$ cat src/rtl/free_list_n_pkg.sv
// Shared core package for the free list: default sizing, the tag type and a small helper.
package free_list_n_pkg;

    localparam int unsigned PRF_SIZE_DEF = 96;
    localparam int unsigned ARF_SIZE_DEF = 32;
    localparam int unsigned WAYS_DEF     = 2;
    localparam int unsigned TAG_W_DEF    = $clog2(PRF_SIZE_DEF);

    typedef logic [TAG_W_DEF-1:0] tag_t;

    function automatic int unsigned min_u(input int unsigned a, input int unsigned b);
        return (a < b) ? a : b;
    endfunction

endpackage

$ cat src/rtl/fl_ptr_add.sv
// Modular pointer add: sum = (ptr + n) mod ENTRIES, assuming n <= ENTRIES.
module fl_ptr_add #(
    parameter int unsigned ENTRIES = 64,
    parameter int unsigned PTR_W   = 6,
    parameter int unsigned N_W     = 2
) (
    input  logic [PTR_W-1:0] ptr,
    input  logic [N_W-1:0]   n,
    output logic [PTR_W-1:0] sum
);

    localparam int unsigned W = ((PTR_W > N_W) ? PTR_W : N_W) + 1;

    logic [W-1:0] wide;

    // A single conditional subtract suffices because both operands are below ENTRIES.
    always_comb begin
        wide = W'(ptr) + W'(n);
        if (wide >= W'(ENTRIES)) begin
            wide = wide - W'(ENTRIES);
        end
        sum = PTR_W'(wide);
    end

endmodule

$ cat src/rtl/free_list_n.sv
// Circular free list of physical register tags with multi-way alloc/free,
// commit tracking and mispredict recovery of uncommitted allocations.
module free_list_n
    import free_list_n_pkg::*;
#(
    parameter int unsigned PRF_SIZE = PRF_SIZE_DEF,
    parameter int unsigned ARF_SIZE = ARF_SIZE_DEF,
    parameter int unsigned WAYS     = WAYS_DEF,
    localparam int unsigned TAG_W   = $clog2(PRF_SIZE),
    localparam int unsigned ENTRIES = PRF_SIZE - ARF_SIZE,
    localparam int unsigned NUM_W   = $clog2(WAYS + 1),
    localparam int unsigned CNT_W   = $clog2(ENTRIES + 1)
) (
    input  logic                  clock,
    input  logic                  reset,
    input  logic [NUM_W-1:0]      alloc_num,
    input  logic [NUM_W-1:0]      free_num,
    input  logic [WAYS*TAG_W-1:0] free_tag,
    input  logic [NUM_W-1:0]      commit_num,
    input  logic                  recover,
    output logic [WAYS*TAG_W-1:0] alloc_tag,
    output logic [WAYS-1:0]       alloc_valid,
    output logic [CNT_W-1:0]      free_count,
    output logic                  error
);

    localparam int unsigned PTR_W = (ENTRIES > 1) ? $clog2(ENTRIES) : 1;
    localparam int unsigned SUM_W = CNT_W + 2;

    logic [TAG_W-1:0] tag_mem [ENTRIES];

    logic [PTR_W-1:0] head_q, head_d;
    logic [PTR_W-1:0] tail_q, tail_d;
    logic [PTR_W-1:0] arch_q, arch_d;
    logic [CNT_W-1:0] count_q, count_d;
    logic [CNT_W-1:0] spec_q, spec_d;
    logic             error_q, error_d;

    logic [NUM_W-1:0] grant;
    logic [NUM_W-1:0] free_eff;
    logic [NUM_W-1:0] commit_eff;
    logic             overflow;
    logic             commit_err;

    logic [SUM_W-1:0] count_w, spec_w, free_w, commit_w, grant_w, avail_w;

    logic [PTR_W-1:0] rd_idx [WAYS];
    logic [PTR_W-1:0] wr_idx [WAYS];
    logic [PTR_W-1:0] head_adv, tail_adv, arch_adv;

    // Grant, protocol checks and the effective free/commit amounts.
    always_comb begin
        count_w  = SUM_W'(count_q);
        spec_w   = SUM_W'(spec_q);
        free_w   = SUM_W'(free_num);
        commit_w = SUM_W'(commit_num);

        grant = '0;
        if (!reset && !recover) begin
            grant = NUM_W'(min_u(32'(alloc_num), 32'(count_q)));
        end
        grant_w = SUM_W'(grant);

        overflow   = (count_w + free_w) > SUM_W'(ENTRIES);
        avail_w    = spec_w + grant_w;
        commit_err = commit_w > avail_w;
        commit_eff = commit_err ? NUM_W'(avail_w) : commit_num;
        free_eff   = overflow ? '0 : free_num;
    end

    for (genvar g = 0; g < WAYS; g++) begin : g_lane
        fl_ptr_add #(
            .ENTRIES(ENTRIES),
            .PTR_W  (PTR_W),
            .N_W    (NUM_W)
        ) u_rd (
            .ptr(head_q),
            .n  (NUM_W'(g)),
            .sum(rd_idx[g])
        );

        fl_ptr_add #(
            .ENTRIES(ENTRIES),
            .PTR_W  (PTR_W),
            .N_W    (NUM_W)
        ) u_wr (
            .ptr(tail_q),
            .n  (NUM_W'(g)),
            .sum(wr_idx[g])
        );
    end

    fl_ptr_add #(
        .ENTRIES(ENTRIES),
        .PTR_W  (PTR_W),
        .N_W    (NUM_W)
    ) u_head (
        .ptr(head_q),
        .n  (grant),
        .sum(head_adv)
    );

    fl_ptr_add #(
        .ENTRIES(ENTRIES),
        .PTR_W  (PTR_W),
        .N_W    (NUM_W)
    ) u_tail (
        .ptr(tail_q),
        .n  (free_eff),
        .sum(tail_adv)
    );

    fl_ptr_add #(
        .ENTRIES(ENTRIES),
        .PTR_W  (PTR_W),
        .N_W    (NUM_W)
    ) u_arch (
        .ptr(arch_q),
        .n  (commit_eff),
        .sum(arch_adv)
    );

    // Next-state for pointers and counters.
    always_comb begin
        tail_d  = tail_adv;
        arch_d  = arch_adv;
        error_d = error_q | overflow | commit_err;

        if (recover) begin
            // Uncommitted allocations rejoin the free region in front of the old head.
            head_d  = arch_adv;
            count_d = CNT_W'(count_w + SUM_W'(free_eff) + spec_w - SUM_W'(commit_eff));
            spec_d  = '0;
        end else begin
            head_d  = head_adv;
            count_d = CNT_W'(count_w - grant_w + SUM_W'(free_eff));
            spec_d  = CNT_W'(spec_w + grant_w - SUM_W'(commit_eff));
        end

        if (overflow) begin
            count_d = CNT_W'(ENTRIES);
        end
    end

    always_ff @(posedge clock) begin
        if (reset) begin
            head_q  <= '0;
            tail_q  <= '0;
            arch_q  <= '0;
            count_q <= CNT_W'(ENTRIES);
            spec_q  <= '0;
            error_q <= 1'b0;
            for (int i = 0; i < int'(ENTRIES); i++) begin
                tag_mem[i] <= TAG_W'(ARF_SIZE + i);
            end
        end else begin
            head_q  <= head_d;
            tail_q  <= tail_d;
            arch_q  <= arch_d;
            count_q <= count_d;
            spec_q  <= spec_d;
            error_q <= error_d;
            for (int i = 0; i < int'(WAYS); i++) begin
                if (NUM_W'(i) < free_eff) begin
                    tag_mem[wr_idx[i]] <= free_tag[i*TAG_W +: TAG_W];
                end
            end
        end
    end

    always_comb begin
        alloc_tag   = '0;
        alloc_valid = '0;
        for (int i = 0; i < int'(WAYS); i++) begin
            if (NUM_W'(i) < grant) begin
                alloc_valid[i]              = 1'b1;
                alloc_tag[i*TAG_W +: TAG_W] = tag_mem[rd_idx[i]];
            end
        end
    end

    assign free_count = count_q;
    assign error      = error_q;

endmodule

$ cat config.mk
export PLATFORM = sky130hd
export DESIGN_NAME = free_list_n
export DESIGN_NICKNAME = d
export VERILOG_FILES = /design/src/rtl/free_list_n_pkg.sv /design/src/rtl/fl_ptr_add.sv /design/src/rtl/free_list_n.sv
export SDC_FILE = /design/constraint.sdc
export NUM_CORES = 1
export LEC_CHECK = 0
export ABC_AREA = 1
export CAP_MARGIN = 20
export CORE_MARGIN = 2
export CORE_UTILIZATION = 35
export CTS_CLUSTER_DIAMETER = 100
export DETAILED_ROUTE_END_ITERATION = 7
export GPL_TIMING_DRIVEN = 0
export PLACE_DENSITY = 0.48
export REMOVE_ABC_BUFFERS = 1
export SYNTH_ARGS = -nofsm -noshare
export SYNTH_HDL_FRONTEND = slang
export SYNTH_SLANG_ARGS = --single-unit
export TNS_END_PERCENT = 10
$ cat constraint.sdc
create_clock -name clock -period 7.44 [get_ports clock]
set_input_delay 1.488 -clock clock [delete_from_list [all_inputs] [get_ports clock]]
set_output_delay 1.488 -clock clock [all_outputs]
set_load 0.05 [all_outputs]
Word-level counts from Yosys, hierarchy flattened. Memory sizes are Yosys's and may differ from the RTL's. Index checks and enable logic that the tools add are counted.

Register bits after elaboration: 33. Memory bits (writable): 448. Bits of input ports: 23. Output and inout port bits: 24. Word-level logic and storage cells: 81. Memories: 1.

Memory list: tag_mem (depth 64, width 7, rd ports 2, clocked after Yosys merged registers in 0, write ports 64, RTL line free_list_n.sv:30) `logic [TAG_W-1:0] tag_mem [ENTRIES];`.

$add $sub $neg: 20. Magnitude comparators: 14. Multiplexer cells: 31. Bitwise operators: 2. Reductions and logical operators: 7.

Operators by type and width (count): $mux 6 (10); $sub 6x1->6 const B (7); $ge 7x7->1 const B (5); $mux 7 (5); $add 6x2->7 (3); $sub 7x2->7 (3); $add 7x2->8 (2); $add 6x1->7 const B (2); $ge 6x7->1 const B (2); $reduce_or 7->1 (2); $mux 1 (12); $gt 2x8->1 (1); $gt 8x7->1 const B (1); $lt 1x2->1 const A (4); $mux 2 (4); $add 7x2->7 (1); $add 7x3->7 (1); $add 7x7->7 (1); $lt 2x7->1 (1); $reduce_or 2->1 (2); $logic_not 1->1 (2); $or 1x1->1 (2); $logic_and 1x1->1 (1).

Logic depth before layout (Yosys ltp).
Depth after elaboration: 10. Mapped depth: 35. Mapped depth without buffers: 35.

Cells and area by module. From an unflattened synthesis, not the netlist that was laid out.

Cell total of the unflattened synthesis: 4861. Area total of the unflattened synthesis: 34785.9 µm².

By module, submodules not included: free_list_n (instances 1, cells an instance 4714, area each 33866.2 µm², seq. area each 14113.5 µm²); fl_ptr_add (instances 7, cells an instance 21, area each 131.4 µm², seq. area each 0.0 µm²).

Worst setup path after synthesis. Ideal clock, no wire load.

Kind: input-to-reg. Start: input reset. End: register count_q[5] (netlist: free_count[5]). Setup time: 0.122 ns. Data arrival time: 5.900 ns. Required time: 7.318 ns. Slack: 1.419 ns. Stages on the path: 26. Buffers on the path: 2. Cell sequence: clkbuf_1 > nor2_1 > buf_2 > o21ai_0 > a21oi_1 > ha_1 > ha_1 > inv_1 > ha_1 > a21oi_1 > nand3_1 > nor2_1 > nand2_1 > nand2_1 > nand2_1 > fa_1 > fa_1 > inv_1 > ha_1 > inv_1 > fa_1 > nor2_1 > a211oi_1 > xor2_1 > nand2_1 > a21oi_1.

Longest elaborated chain between the ends: 8. Elaborated cells between the ends (all ways): 11. Classes of those cells: 4 x add/sub; 1 x order compare; 3 x mux; 3 x reduce/logical.

RTL lines: from (decl) (RTL line free_list_n.sv:15) `input logic reset,`; $logic_not 1->1 (RTL line free_list_n.sv:59) `if (!reset && !recover) begin`; $logic_and 1x1->1 (RTL line free_list_n.sv:59); $mux 2 (RTL line free_list_n.sv:59); $add 7x2->8; $gt 2x8->1 (RTL line free_list_n.sv:66) `commit_err = commit_w > avail_w;`; $mux 2 (RTL line free_list_n.sv:67) `commit_eff = commit_err ? NUM_W'(avail_w) : commit_num;`; $sub 7x2->7 (RTL line free_list_n.sv:132) `count_d = CNT_W'(count_w + SUM_W'(free_eff) + spec_w - SUM_W'(commit_eff));`; $mux 7 (RTL line free_list_n.sv:129) `if (recover) begin`; to (signal assigned) (RTL line free_list_n.sv:150) `count_q <= CNT_W'(ENTRIES);`; to (signal assigned) (RTL line free_list_n.sv:160) `count_q <= count_d;`; to (decl) (RTL line free_list_n.sv:35) `logic [CNT_W-1:0] count_q, count_d;`.

Several ways; a longest one is shown, not always the timed one. A chain may end at the register's enable or synchronous reset.

Worst setup path after layout.
Start: register head_q[4]. End: output alloc_tag[13].

Longest elaborated chain between the ends: 5. Elaborated cells between the ends (all ways): 6. Classes of those cells: 2 x add/sub; 1 x order compare; 2 x mux; 1 x memory.

RTL lines: from (decl) (RTL line free_list_n.sv:32) `logic [PTR_W-1:0] head_q, head_d;`; from (signal assigned) (RTL line free_list_n.sv:147) `head_q <= '0;`; from (signal assigned) (RTL line free_list_n.sv:157) `head_q <= head_d;`; $add 6x1->7 * (RTL line fl_ptr_add.sv:18) `wide = W'(ptr) + W'(n);`; $sub 6x1->6 or $ge 7x7->1 (tied branches) (RTL line fl_ptr_add.sv:20, fl_ptr_add.sv:19); $mux 6 * (RTL line fl_ptr_add.sv:19) `if (wide >= W'(ENTRIES)) begin`; $mem_v2 64x7 *; $mux 7 * (RTL line free_list_n.sv:175) `if (NUM_W'(i) < grant) begin`; to (decl) (RTL line free_list_n.sv:21) `output logic [WAYS*TAG_W-1:0] alloc_tag,`.

Every way passes the cells marked *; elsewhere a longest branch is shown, timed or not.

==> impl_summary.log <==
INFO  metric status = finished, final reports clean
INFO  metric critical_path_class = reg -> out
INFO  metric timing.critical_path.cells = clkinv_1, xor2_1, inv_1, nand3_1, o21ai_0, a21oi_1, clkdlybuf4s50_1
INFO  metric route.antenna.remaining_nets = 0
INFO  metric slew_headroom = 17.85%
INFO  metric arrival = 5860 ps
INFO  metric dieArea = about 90000 um2
INFO  metric synth.yosys.seq_area_share = 44.98%
INFO  metric initialDrtViolationCount = between 3000 and 4000
INFO  metric worstReg2RegStart = free_count[1]
INFO  metric multiInputGateArea = 14560 um2
INFO  metric final_antenna_diode_count = 0
INFO  metric start_util = 35.39%
INFO  metric numCtsBuffers = 59
INFO  metric finalSetupViolations = 0
INFO  metric post-synth-top-count-cell = nand2_1
INFO  metric cts_tree = done
INFO  metric critPathTopFamily = buffers and inverters
INFO  metric antenna_violations_before_repair = 0
INFO  metric tightestPinTransition = 1217 ps
INFO  metric worst_clock_skew = 20.35 ps
INFO  metric crit_fanout = 17
INFO  metric combined_area_of_all_synthesized_cells = 31380 um2
INFO  metric rsz0062_at_grt = no
INFO  metric clock_tree.root_cell = clkbuf_16
INFO  metric async_reset_ff_share = 0%
INFO  metric final-max-slew-violation-count = 0
INFO  metric netSwitchingPower = 5.602 mW
INFO  metric required = around 6000 ps
INFO  metric ir_worst_vdd = slightly below 0.0003 V
INFO  metric post-dp-hpwl = 94530 um
INFO  metric timing.hold.worst.start = arch_q[5]
INFO  metric grt_remaining_overflow = 0
INFO  metric drcViolationCount = 0
INFO  metric fin_area = 35250 um2
INFO  metric final_hold_viol_count = 0
INFO  metric origin_of_the_worst_setup_path = head_q[4]
INFO  metric max_clock_freq = 136.1 MHz
INFO  metric postLayoutCoreUtil = 39.77%
INFO  metric dr.pass1.iters = 6
INFO  metric finalWirelength = 142800 um
INFO  metric place.port_buffers = 46
INFO  metric worst_setup_sp_type = flip-flop
INFO  metric cts.sinks = 481
INFO  metric grt_first_pass_wirelength = ~200000 um
INFO  metric avgSynthCellArea = 7.705 um2
INFO  metric yosys.area.top_type = edfxtp_1
INFO  metric htree_num_levels = 2
INFO  metric grtUsageTotal = 30.44%
INFO  metric endpoint_kind = output port
INFO  metric floorplan.rows = 109
INFO  metric fp.dieH = between 300 and 400 um
INFO  metric finalWeightedCongestion = 0.8920
INFO  metric core_area = just under 90000 um2
INFO  metric pwr-share-clk = 23.4%
INFO  metric yosys-top-cells-count = nand2_1 (743), a21oi_1 (516), edfxtp_1 (448), nor2_1 (421), inv_1 (371)
INFO  metric detail_route.wl_per_cell = 27.77 um
INFO  metric ys_seq_elements = 481
INFO  metric ff2ff_setup_slack = 1470 ps
INFO  metric ctsHoldBuffers = 0
INFO  metric period_minus_slack = around 7300 ps
INFO  metric synth-edff-count = 448
INFO  metric drv_cap = 0
INFO  metric final_min_period_over_clock_period = slightly below 100%
INFO  metric total_leakage_power = 13.24 nW
INFO  metric ff_latch_area = 14120 um2
INFO  metric area_growth_from_synthesis_to_final_layout = 12.36%
INFO  metric synth_top_area_share = 42.88%
INFO  metric power = 11.97 mW
INFO  metric via_per_inst = roughly 6
INFO  metric post_synth_top_flop = edfxtp_1
INFO  metric internal-power = approximately 6.4 mW
INFO  metric grt_start_max_net_pins = 167
INFO  metric final_nets = 4005
INFO  metric ioPinCount = 47
INFO  metric total_cell_area_at_the_placement_stage = 33420 um2
INFO  metric synth_top_cells_by_area = edfxtp_1 (43%), nand2_1 (8.9%), a21oi_1 (8.2%)
INFO  metric route.vias.total = 30833
INFO  metric post_route_cells_drive_above_1_share = 6.665%
INFO  metric die_width = 303.4 um
INFO  metric synth.lib_cells_used.distinct = 58
INFO  metric cp_slowest_cell = xor2_1
INFO  metric grt_pass1_vias = 27937
INFO  metric cpPeakStageDelay = roughly 1000 ps
INFO  metric clk_transition_reported_paths = 50 ps
INFO  metric power.sequential.fraction = ~27%
INFO  metric netSwitchingFraction = a little under half
INFO  metric synthesis.instances = around 4100
INFO  metric clkLatencyLatePin = between 600 and 700 ps
INFO  metric critical_path_buf_inv_count = 3
INFO  metric pwr_density_cell = 339.6 nW/um2
INFO  metric clk_path_buf_depth = 3
INFO  metric filler_cell_count = roughly 9100
INFO  metric count_of_yosys_warnings_during_synthesis = 0
INFO  metric holdCritPathClass = reg -> reg
INFO  metric power.share.combinational = between 40% and 50%
==> state kept, by name, summed over array words and instances (netlist names) <==
name / count
free_count: 7
error: 1
head_q: 6
tag_mem: 448
spec_q: 7
arch_q: 6
tail_q: 6
==> worst paths after layout <==
check / to / cells past startpoint
max reg2reg: free_count[5] / 28
min reg2reg: arch_q[5] / 2
min: arch_q[5] / 2
max: alloc_tag[13] / 7
==> routing by layer <==
| layer | share of wire [%] | up-vias | GRT usage, % |
|---|---|---|---|
| li1 | - | 13887 | - |
| met1 | 41 | 14905 | 41.05 |
| met2 | 44 | 1706 | 47.14 |
| met3 | 9.2 | 335 | 4.812 |
| met4 | 5.9 | 0 | 15.91 |
| met5 | 0 | - | 0 |
==> per-stage QoR <==
step | hold WS, ps | TNS, ps | cells | worst slack, ps
2_1_floorplan | 439.9 | -197920 | 3761 | -13380
3_3_place_gp | 458.8 | -903920 | 4972 | -28970
3_5_place_dp | 454.5 | -3905 | 5030 | -793.7
4_1_cts | 465.0 | 0 | 5139 | 127.3
5_1_grt | 497.2 | 0 | 5141 | 106.7
6_report | 464.3 | 0 | 5141 | 93.00
==> power by group through the flow <==
| stage | sequential [mW] | combinational (mW) | clock [mW] |
|---|---|---|---|
| finish | 3.23 | 5.94 | 2.80 |
| global route | 3.25 | 6.37 | 2.91 |
| CTS | 3.25 | 5.78 | 2.82 |
| detailed placement | 3.30 | 5.76 | 0 |
| global placement | 3.59 | 4.87 | 0 |
| floorplan | 3.50 | 3.39 | 0 |
==> cell usage in the layout, fill, tap and decap left out, drive strengths merged, types with 33 or more instances in the layout <==
master         count
nand2            754
a21oi            518
edfxtp           448
nor2             447
inv              402
o21ai            368
nand3            324
o22ai            201
clkbuf            72
buf               66
a31oi             46
ha                44
clkdlybuf4s50     39
o211ai            37
clkinv            35
dfxtp             33
==> layout make-up <==
cell class | count | area share [%]
multi-input combinational | 2875 | 41.31
clock buffer | 72 | 4.447
clock inverter | 37 | 0.6282
tap | 1165 | 4.135
inverter | 405 | 4.465
timing repair buffer | 106 | 4.951
sequential | 481 | 40.06
==> timing repair <==
item                                    CTS  global route
pin swaps                                 0             1
setup buffers                             0             1
resized for setup                         1             2
endpoints found under the setup margin   10             5
==> logic make-up (layout without fill, tap and decap cells) <==
group	count (synthesis)	after routing	share of synthesized area, %
and+or+nand+nor	1559	1559	21.10
AOI/OAI and AO/OA	1239	1239	21.89
buffers and inverters	716	620	8.901
DFF	481	481	44.98
adders and majority gates	54	54	2.393
xor gates and xnor gates	21	21	0.6700
muxes	2	2	0.07178
==> tightest hold or removal path, delay by kind of cell (launching register included) <==
kind,cells,cell delay [ps]
AOI/OAI and AO/OA,1,60
buffers and inverters,1,60
DFF,1,300
(Power assumes the default switching activity.)
